$ cat config.mk
export PLATFORM = sky130hd
export DESIGN_NAME = lsu_mem_port
export DESIGN_NICKNAME = d
export VERILOG_FILES = /design/src/rtl/lsu_mem_port.sv
export SDC_FILE = /design/constraint.sdc
export NUM_CORES = 1
export LEC_CHECK = 0
export CELL_PAD_IN_SITES_DETAIL_PLACEMENT = 1
export CELL_PAD_IN_SITES_GLOBAL_PLACEMENT = 1
export CORE_ASPECT_RATIO = 0.5
export CORE_MARGIN = 4
export CORE_UTILIZATION = 45
export DETAILED_ROUTE_END_ITERATION = 10
export GPL_ROUTABILITY_DRIVEN = 0
export GPL_TIMING_DRIVEN = 1
export MAX_ROUTING_LAYER = met4
export PLACE_DENSITY_LB_ADDON = 0.3
export SYNTH_ARGS = -nofsm -noshare
export SYNTH_HDL_FRONTEND = slang
export SYNTH_SLANG_ARGS = --single-unit
$ cat constraint.sdc
create_clock -name clk_in -period 7.99 [get_ports clk_in]
set_input_delay 1.598 -clock clk_in [delete_from_list [all_inputs] [get_ports clk_in]]
set_output_delay 1.598 -clock clk_in [all_outputs]
set_load 0.05 [all_outputs]
$ cat src/rtl/lsu_mem_port.sv
// LSU-side responder: serialises one load/store into byte accesses on a synchronous byte-wide RAM.
// Optional feature: define IO_BUFFER_FULL_EN to stall I/O-space stores while the UART buffer is full.
module lsu_mem_port #(
  parameter int ADDR_WIDTH = 32,
  parameter int DATA_WIDTH = 32
) (
  input  logic                  clk_in,
  input  logic                  rst_in,
  input  logic                  rdy_in,
  input  logic                  enable_in,
  input  logic                  rw_flag_in,
  input  logic [1:0]            size_in,
  input  logic [ADDR_WIDTH-1:0] address_in,
  input  logic [DATA_WIDTH-1:0] data_in,
  input  logic                  rollback_in,
  output logic                  end_out,
  output logic [DATA_WIDTH-1:0] data_out,
  input  logic [7:0]            mem_din,
  output logic [7:0]            mem_dout,
  output logic [ADDR_WIDTH-1:0] mem_a,
  output logic                  mem_wr
`ifdef IO_BUFFER_FULL_EN
  ,
  input  logic                  io_buffer_full
`endif
);

  typedef enum logic [1:0] {S_IDLE, S_READ, S_WRITE, S_DONE} state_t;

  state_t                  state_q;
  logic [ADDR_WIDTH-1:0]   addr_q;
  logic [1:0]              len_q;
  logic [DATA_WIDTH-1:0]   data_q;
  logic [2:0]              issue_q;
  logic [1:0]              cap_q;
  logic [1:0]              a_idx_q;
  logic [1:0]              d_idx_q;
  logic                    d_vld_q;
  logic [2:0]              wr_idx_q;
  logic                    end_q;
  logic [DATA_WIDTH-1:0]   data_out_q;
  logic [7:0]              mem_dout_q;
  logic [ADDR_WIDTH-1:0]   mem_a_q;
  logic                    mem_wr_q;

  logic [1:0]              len_d;
  logic                    io_hold_acc;
  logic                    io_hold_wr;

  always_comb begin
    case (size_in)
      2'd0:    len_d = 2'd0;
      2'd1:    len_d = 2'd1;
      default: len_d = 2'd3;
    endcase
  end

`ifdef IO_BUFFER_FULL_EN
  assign io_hold_acc = (address_in[17:16] == 2'b11) && io_buffer_full;
  assign io_hold_wr  = (addr_q[17:16] == 2'b11) && io_buffer_full;
`else
  assign io_hold_acc = 1'b0;
  assign io_hold_wr  = 1'b0;
`endif

  // d_* tracks which byte mem_din carries this cycle: the RAM keeps sampling mem_a even while frozen.
  always_ff @(posedge clk_in or negedge rst_in) begin
    if (!rst_in) begin
      state_q    <= S_IDLE;
      addr_q     <= '0;
      len_q      <= '0;
      data_q     <= '0;
      issue_q    <= '0;
      cap_q      <= '0;
      a_idx_q    <= '0;
      d_idx_q    <= '0;
      d_vld_q    <= 1'b0;
      wr_idx_q   <= '0;
      end_q      <= 1'b1;
      data_out_q <= '0;
      mem_dout_q <= '0;
      mem_a_q    <= '0;
      mem_wr_q   <= 1'b0;
    end else if (rdy_in) begin
      case (state_q)
        S_IDLE: begin
          if (enable_in && !rollback_in) begin
            addr_q  <= address_in;
            len_q   <= len_d;
            data_q  <= data_in;
            end_q   <= 1'b0;
            mem_a_q <= address_in;
            if (rw_flag_in) begin
              state_q    <= S_READ;
              data_out_q <= '0;
              issue_q    <= 3'd1;
              cap_q      <= 2'd0;
              a_idx_q    <= 2'd0;
              d_vld_q    <= 1'b0;
            end else begin
              state_q <= S_WRITE;
              if (io_hold_acc) begin
                mem_wr_q <= 1'b0;
                wr_idx_q <= 3'd0;
              end else begin
                mem_wr_q   <= 1'b1;
                mem_dout_q <= data_in[7:0];
                wr_idx_q   <= 3'd1;
              end
            end
          end
        end
        S_READ: begin
          if (rollback_in) begin
            state_q <= S_IDLE;
            end_q   <= 1'b1;
          end else begin
            d_vld_q <= 1'b1;
            d_idx_q <= a_idx_q;
            if (d_vld_q && (d_idx_q == cap_q)) begin
              data_out_q[{cap_q, 3'b000} +: 8] <= mem_din;
              cap_q <= cap_q + 2'd1;
              if (cap_q == len_q) begin
                state_q <= S_DONE;
                end_q   <= 1'b1;
              end
            end
            if (issue_q <= {1'b0, len_q}) begin
              mem_a_q <= addr_q + {{(ADDR_WIDTH-3){1'b0}}, issue_q};
              a_idx_q <= issue_q[1:0];
              issue_q <= issue_q + 3'd1;
            end
          end
        end
        S_WRITE: begin
          if (wr_idx_q <= {1'b0, len_q}) begin
            if (io_hold_wr) begin
              mem_wr_q <= 1'b0;
            end else begin
              mem_wr_q   <= 1'b1;
              mem_a_q    <= addr_q + {{(ADDR_WIDTH-3){1'b0}}, wr_idx_q};
              mem_dout_q <= data_q[{wr_idx_q[1:0], 3'b000} +: 8];
              wr_idx_q   <= wr_idx_q + 3'd1;
            end
          end else begin
            mem_wr_q <= 1'b0;
            state_q  <= S_DONE;
            end_q    <= 1'b1;
          end
        end
        S_DONE: begin
          if (rollback_in || !enable_in) begin
            state_q <= S_IDLE;
          end
        end
        default: state_q <= S_IDLE;
      endcase
    end else if (state_q == S_READ) begin
      issue_q <= {1'b0, cap_q};
      d_vld_q <= 1'b1;
      d_idx_q <= a_idx_q;
    end
  end

  assign end_out  = end_q;
  assign data_out = data_out_q;
  assign mem_dout = mem_dout_q;
  assign mem_a    = mem_a_q;
  assign mem_wr   = mem_wr_q & rdy_in;

endmodule

==> results of run 1 <==
-- power breakdown --
part	internal (mW)	total (mW)	switching, mW
Sequential	1.16	1.47	0.313
Combinational	1.01	2.38	1.37
Clock	0.576	0.918	0.341
-- synthesized netlist by cell type, drive strengths merged, types with 4 or more instances --
master  number
xor2         7
inv         43
xnor2        8
mux4         8
a21oi       17
nand3       18
a31oi       18
buf         14
dfrtp      154
mux2       121
a22o        11
mux2i       27
nand2b       7
or3          8
nor2        32
o31ai        9
ha          18
nand4        4
and3         7
clkbuf      15
or4          8
nor2b        7
nand2       59
o21ai       19
-- layer usage --
layer,part of all wire [%],global-route usage (%)
met5,0,-
met4,0.81,5.25
met3,4.0,4.48
met2,50,38.6
met1,45,29.3
-- worst reg2reg max path: stages (launching register included) --
cell,delay [ns]
dfrtp_1,0.42
inv_1,0.15
ha_1,0.72
mux2_2,0.44
ha_1,0.36
nand3_1,0.31
a211oi_1,0.71
or4bb_1,0.55
a31oi_1,0.22
mux2_2,0.18
-- cell families after synthesis --
kind of cell / count (synthesis)
simple gates: 169
mux: 156
flops: 155
compound gates: 104
buf+inv: 72
fa+ha+maj: 19
xor+xnor: 15
-- path summary, 6_finish.rpt --
kind                                         from                        to  slack [ns]  cells past startpoint
setup / recovery                           rdy_in                    mem_wr        3.13                      3
hold / removal               mem_wr_q$_DFFE_PN0P_      mem_wr_q$_DFFE_PN0P_        0.48                      1
setup reg to reg           state_q[0]$_DFFE_PN0P_     mem_a[31]$_DFFE_PN0P_        3.89                      9
hold reg to reg              mem_wr_q$_DFFE_PN0P_      mem_wr_q$_DFFE_PN0P_        0.48                      1
max in group asynchronous                  rst_in  data_out[15]$_DFFE_PN0P_        5.40                      2
min in group asynchronous                  rst_in     mem_a[14]$_DFFE_PN0P_        1.29                      1
-- cell type report --
type / count / area share, %
clock buffers: 20 / 4.41
clock inverters: 12 / 2.04
inverters: 43 / 1.56
multi-input cells: 463 / 36.6
flip-flops and latches: 155 / 37.5
well taps: 227 / 2.74
repair buffers: 157 / 15.1
-- through the flow --
step / area [um2] / power (mW) / util [%] / setup WS (ns)
2_1_floorplan: 7930 / 3.09 / - / 4.12
3_3_place_gp: 9680 / 3.75 / 57.6 / 3.14
3_5_place_dp: 9680 / 3.86 / 57.6 / 3.13
4_1_cts: 10300 / 4.81 / 61.6 / 3.13
5_1_grt: 10300 / 5.06 / 61.6 / 3.07
6_report: 10300 / 4.77 / 61.6 / 3.13
-- sequential cells by signal, summed over array words and instances (netlist names), 3 cells and up --
name,cells
wr_idx_q,3
data_out,32
addr_q,32
issue_q,3
mem_dout,8
mem_a,32
data_q,32
==> flow_metrics.env, run 1 <==
export IMPL_avgSynthCellArea_um2=11.5
export IMPL_hold_viol=0
export IMPL_dp_cells=1045
export IMPL_synth_edf_count=0
export IMPL_grt_util_all_layers_pct=22.9
export IMPL_synth_compound_area_share_pct=9.05
export IMPL_wl_per_cell_um=20.1
export IMPL_dr_pass1_iters=4
export IMPL_crit_family="buffers and inverters"
export IMPL_initial_core_util_pct=47.2
export IMPL_hpwl_mm=15.1
export IMPL_max_freq_mhz=206
export IMPL_setup_tns_ns=0
export IMPL_wl_mm=21.6
export IMPL_cts_max_level=4
export IMPL_dieArea_um2=19900
export IMPL_synth_top_cell_area_share_pct=48.6
export IMPL_critPathLaunchType="input port"
export IMPL_ant_nets=0
export IMPL_slew_headroom_pct=31.1
export IMPL_grt_ovfl_total=0
export IMPL_rows=33
export IMPL_stdcell_count=1077
export IMPL_rsz0062_at_grt="no"
export IMPL_cts_tree="built"
export IMPL_yosys_area_top_type="dfrtp_1"
export IMPL_worst_path_max_fanout=9
export IMPL_vdd_drop_max_uv=258
export IMPL_grt_max_degree=101
export IMPL_port_buffer_count=153
export IMPL_synthMuxAreaShare_pct=22.9
export IMPL_critical_path_class="in2out"
export IMPL_fin_worst_skew_ns=0.0111
export IMPL_synth_seq_area_share_pct=48.9
export IMPL_end_kind="primary output"
export IMPL_cts_sinks=155
export IMPL_num_vias=6040
export IMPL_grt_pass1_wl_mm=35.3
export IMPL_die_w_um=196
export IMPL_nets=936
export IMPL_cts_root_buf="clkbuf_16"
export IMPL_drt_iter0_drc=275
export IMPL_final_layout_size_suffix_gt1_share_pct=20.8
export IMPL_max_stage_delay_ns=0.80
export IMPL_crit_top_cell="clkdlybuf4s50_1"
export IMPL_grt_pass1_vias=6568
export IMPL_ff_latch_area_um2=3880
export IMPL_multi_input_area_um2=3790
export IMPL_worstMarginPinSlew_ns=1.03
export IMPL_outcome="completed"
export IMPL_post_route_drc_count=0
export IMPL_synth_area_um2=7930
export IMPL_pin_count=154
export IMPL_fin_crit_ns=4.86
export IMPL_slowest_stage="clkdlybuf4s50_1"
export IMPL_path_buf_inv=2
export IMPL_powerDensity_nw_per_um2=461
export IMPL_synth_flop_cell="dfrtp_1"
export IMPL_required_ns=6.39
export IMPL_synth_xor_xnor_area_share_pct=1.66
export IMPL_fp_dieH_um=102
export IMPL_fill_cells=1744
export IMPL_finalSetupViolations=0
export IMPL_crit_chain="clkdlybuf4s50_1 > and2_1 > clkdlybuf4s50_1"
export IMPL_area_growth_pct=30.4
export IMPL_leakagePower_nw=4.23
export IMPL_post_cts_setup_buffer_count=0
export IMPL_clock_latency_ns=0.43
export IMPL_syn_inst=690
export IMPL_finalCritPeriodShare_pct=60.8
export IMPL_async_reset_ff_share_pct=100
export IMPL_yosys_area_share_simple_pct=10.9
export IMPL_cp_arrival_ns=3.26
export IMPL_clk_pin_slew_worst_paths_ns=0.06
export IMPL_hold_class="reg2reg"
export IMPL_cts_made_buffers=17
export IMPL_final_cell_mix="154 x dfrtp_1, 152 x clkdlybuf4s50_1, 121 x mux2_2"
export IMPL_final_max_slew_viol_count=0
export IMPL_synth_top_family_by_area="multiplexers"
export IMPL_ys_ff_latch=155
export IMPL_ys_warn_count=0
export IMPL_ys_types=62
export IMPL_post_drt_via_cell_ratio=5.61
export IMPL_antenna_cells=0
export IMPL_hold_ws_ns=0.484
export IMPL_synthAdderAreaFrac_pct=3.09
export IMPL_core_area_um2=16800
export IMPL_cts_repair_resized=0
export IMPL_drv_cap=0
export IMPL_antenna_found_initial=0
export IMPL_final_common_cell="dfrtp_1"
export IMPL_cts_buffer_depth=2
export IMPL_syn_num_nets=789
export IMPL_postCtsHoldBufs=0
export IMPL_synth_area_leaders="dfrtp_1 49%, mux2_2 17%, mux2i_1 3.4%"
Power figures use the tool's default switching activity.
==> run 2, diff against run 1 <==
--- a/config.mk
+++ b/config.mk
@@ -9,7 +9,7 @@
 export CELL_PAD_IN_SITES_GLOBAL_PLACEMENT = 1
 export CORE_ASPECT_RATIO = 0.5
 export CORE_MARGIN = 4
-export CORE_UTILIZATION = 45
+export CORE_UTILIZATION = 37
 export DETAILED_ROUTE_END_ITERATION = 10
 export GPL_ROUTABILITY_DRIVEN = 0
 export GPL_TIMING_DRIVEN = 1
==> constraint.sdc (replaced) <==
create_clock -name clk_in -period 4.11 [get_ports clk_in]
set_input_delay 0.822 -clock clk_in [delete_from_list [all_inputs] [get_ports clk_in]]
set_output_delay 0.822 -clock clk_in [all_outputs]
set_load 0.05 [all_outputs]
==> run 2 against run 1 <==
Clock skew decreased by 0.00096 ns; largest power group unchanged; sequential power increased by 93%; critical path depth increased by 8; first-iteration DRC count decreased by 11%; highest routed layer unchanged; routed wire length decreased by 0.82%.
==> flow_metrics.env, run 2 (synthesis results as in run 1) <==
export IMPL_wl_mm=21.4
export IMPL_cts_made_buffers=17
export IMPL_cts_max_level=4
export IMPL_finalCritPeriodShare_pct=82.7
export IMPL_fin_crit_ns=3.40
export IMPL_drv_cap=0
export IMPL_area_growth_pct=30.4
export IMPL_dr_pass1_iters=4
export IMPL_finalPower_mw=8.98
export IMPL_fill_cells=2225
export IMPL_cts_tree="built"
export IMPL_setup_tns_ns=0
export IMPL_cp_arrival_ns=3.71
export IMPL_clock_latency_ns=0.43
export IMPL_cts_repair_resized=0
export IMPL_nets=944
export IMPL_fp_dieH_um=112
export IMPL_stdcell_count=1131
export IMPL_leakagePower_nw=4.20
export IMPL_grt_max_degree=91
export IMPL_crit_family="compound AO/OA/AOI/OAI gates"
export IMPL_ff_latch_area_um2=3880
export IMPL_postCtsHoldBufs=0
export IMPL_critical_path_class="reg2reg"
export IMPL_die_w_um=215
export IMPL_grt_util_all_layers_pct=19.0
export IMPL_final_layout_size_suffix_gt1_share_pct=21.3
export IMPL_crit_chain="inv_1 > ha_1 > o21ai_0 > ha_1 > inv_1 > fa_1 > nor2b_1 > o211ai_1 > o311ai_0 > nand3_1 > mux2_2"
export IMPL_core_area_um2=20800
export IMPL_vdd_drop_max_uv=381
export IMPL_port_buffer_count=153
export IMPL_initial_core_util_pct=38.2
export IMPL_antenna_cells=0
export IMPL_hold_class="in2async"
export IMPL_final_common_cell="dfrtp_1"
export IMPL_post_route_drc_count=0
export IMPL_slowest_stage="o311ai_0"
export IMPL_cts_buffer_depth=2
export IMPL_cts_root_buf="clkbuf_16"
export IMPL_path_buf_inv=2
export IMPL_wl_per_cell_um=18.9
export IMPL_dieArea_um2=24000
export IMPL_max_stage_delay_ns=0.43
export IMPL_post_cts_setup_buffer_count=0
export IMPL_grt_ovfl_total=0
export IMPL_final_max_slew_viol_count=0
export IMPL_rsz0062_at_grt="no"
export IMPL_critPathLaunchType="flip-flop"
export IMPL_final_cell_mix="154 x dfrtp_1, 152 x clkdlybuf4s50_1, 121 x mux2_2"
export IMPL_drt_iter0_drc=246
export IMPL_slew_headroom_pct=35.5
export IMPL_outcome="completed"
export IMPL_post_drt_via_cell_ratio=5.26
export IMPL_fin_worst_skew_ns=0.0102
export IMPL_end_kind="flip-flop"
export IMPL_worstMarginPinSlew_ns=0.960
export IMPL_required_ns=4.42
export IMPL_hold_viol=0
export IMPL_rows=37
export IMPL_cts_sinks=155
export IMPL_grt_pass1_vias=6505
export IMPL_dp_cells=1099
export IMPL_max_freq_mhz=294
export IMPL_pin_count=154
export IMPL_antenna_found_initial=0
export IMPL_hpwl_mm=15.3
export IMPL_multi_input_area_um2=3790
export IMPL_finalSetupViolations=0
export IMPL_ant_nets=0
export IMPL_powerDensity_nw_per_um2=867
export IMPL_worst_path_max_fanout=13
export IMPL_num_vias=5954
export IMPL_clk_pin_slew_worst_paths_ns=0.07
export IMPL_grt_pass1_wl_mm=35.7
run 2: where the power goes:
part / total, mW / internal [mW] / switching [mW] / leakage (nW)
Sequential: 2.84 / 2.25 / 0.585 / 1.91
Combinational: 4.67 / 2.01 / 2.66 / 2.05
Clock: 1.47 / 0.795 / 0.673 / 0.243
run 2: layout make-up:
| cell class | count | share of cell area, % |
|---|---|---|
| tap | 273 | 3.30 |
| inverter | 43 | 1.56 |
| clock buffer | 21 | 4.35 |
| sequential | 155 | 37.5 |
| clock inverter | 11 | 0.858 |
| multi-input combinational | 463 | 36.6 |
| timing repair buffer | 165 | 15.8 |
run 2: path summary, 6_finish.rpt:
path | startpoint | end | slack [ns] | depth (start not counted)
min in group clk_in | data_q[30]$_DFFE_PN0P_ | data_q[30]$_DFFE_PN0P_ | 0.50 | 1
worst max register to register | state_q[0]$_DFFE_PN0P_ | mem_a[22]$_DFFE_PN0P_ | 0.71 | 11
max in group asynchronous | rst_in | data_out[12]$_DFFE_PN0P_ | 2.80 | 2
worst min-delay path | rst_in | addr_q[7]$_DFFE_PN0P_ | 0.46 | 1
worst min register to register | data_q[30]$_DFFE_PN0P_ | data_q[30]$_DFFE_PN0P_ | 0.50 | 1
worst max-delay path | state_q[0]$_DFFE_PN0P_ | mem_a[22]$_DFFE_PN0P_ | 0.71 | 11
run 2: stage by stage:
step	instance area (um2)	hold WS, ns	util, %	setup slack (ns)
2_1_floorplan	7930	0.442	-	0.704
4_1_cts	10300	0.496	49.8	0.719
5_1_grt	10300	0.510	49.8	0.383
3_5_place_dp	9810	0.491	47.2	0.768
3_3_place_gp	9810	0.482	47.2	0.783
6_report	10300	0.457	49.8	0.711
run 2: routing by layer:
layer	GRT usage, %	part of all wire, %	up-vias
met4	4.85	1.0	0
met3	3.74	3.1	18
li1	-	-	2803
met1	24.1	46	3041
met5	-	0	-
met2	31.5	50	92
run 2: worst reg2reg max path: stages, from the launching register on:
cell	delay [ns]
dfrtp_1	0.41
inv_1	0.12
ha_1	0.29
o21ai_0	0.21
ha_1	0.21
inv_1	0.06
fa_1	0.40
nor2b_1	0.35
o211ai_1	0.40
o311ai_0	0.43
nand3_1	0.13
mux2_2	0.28
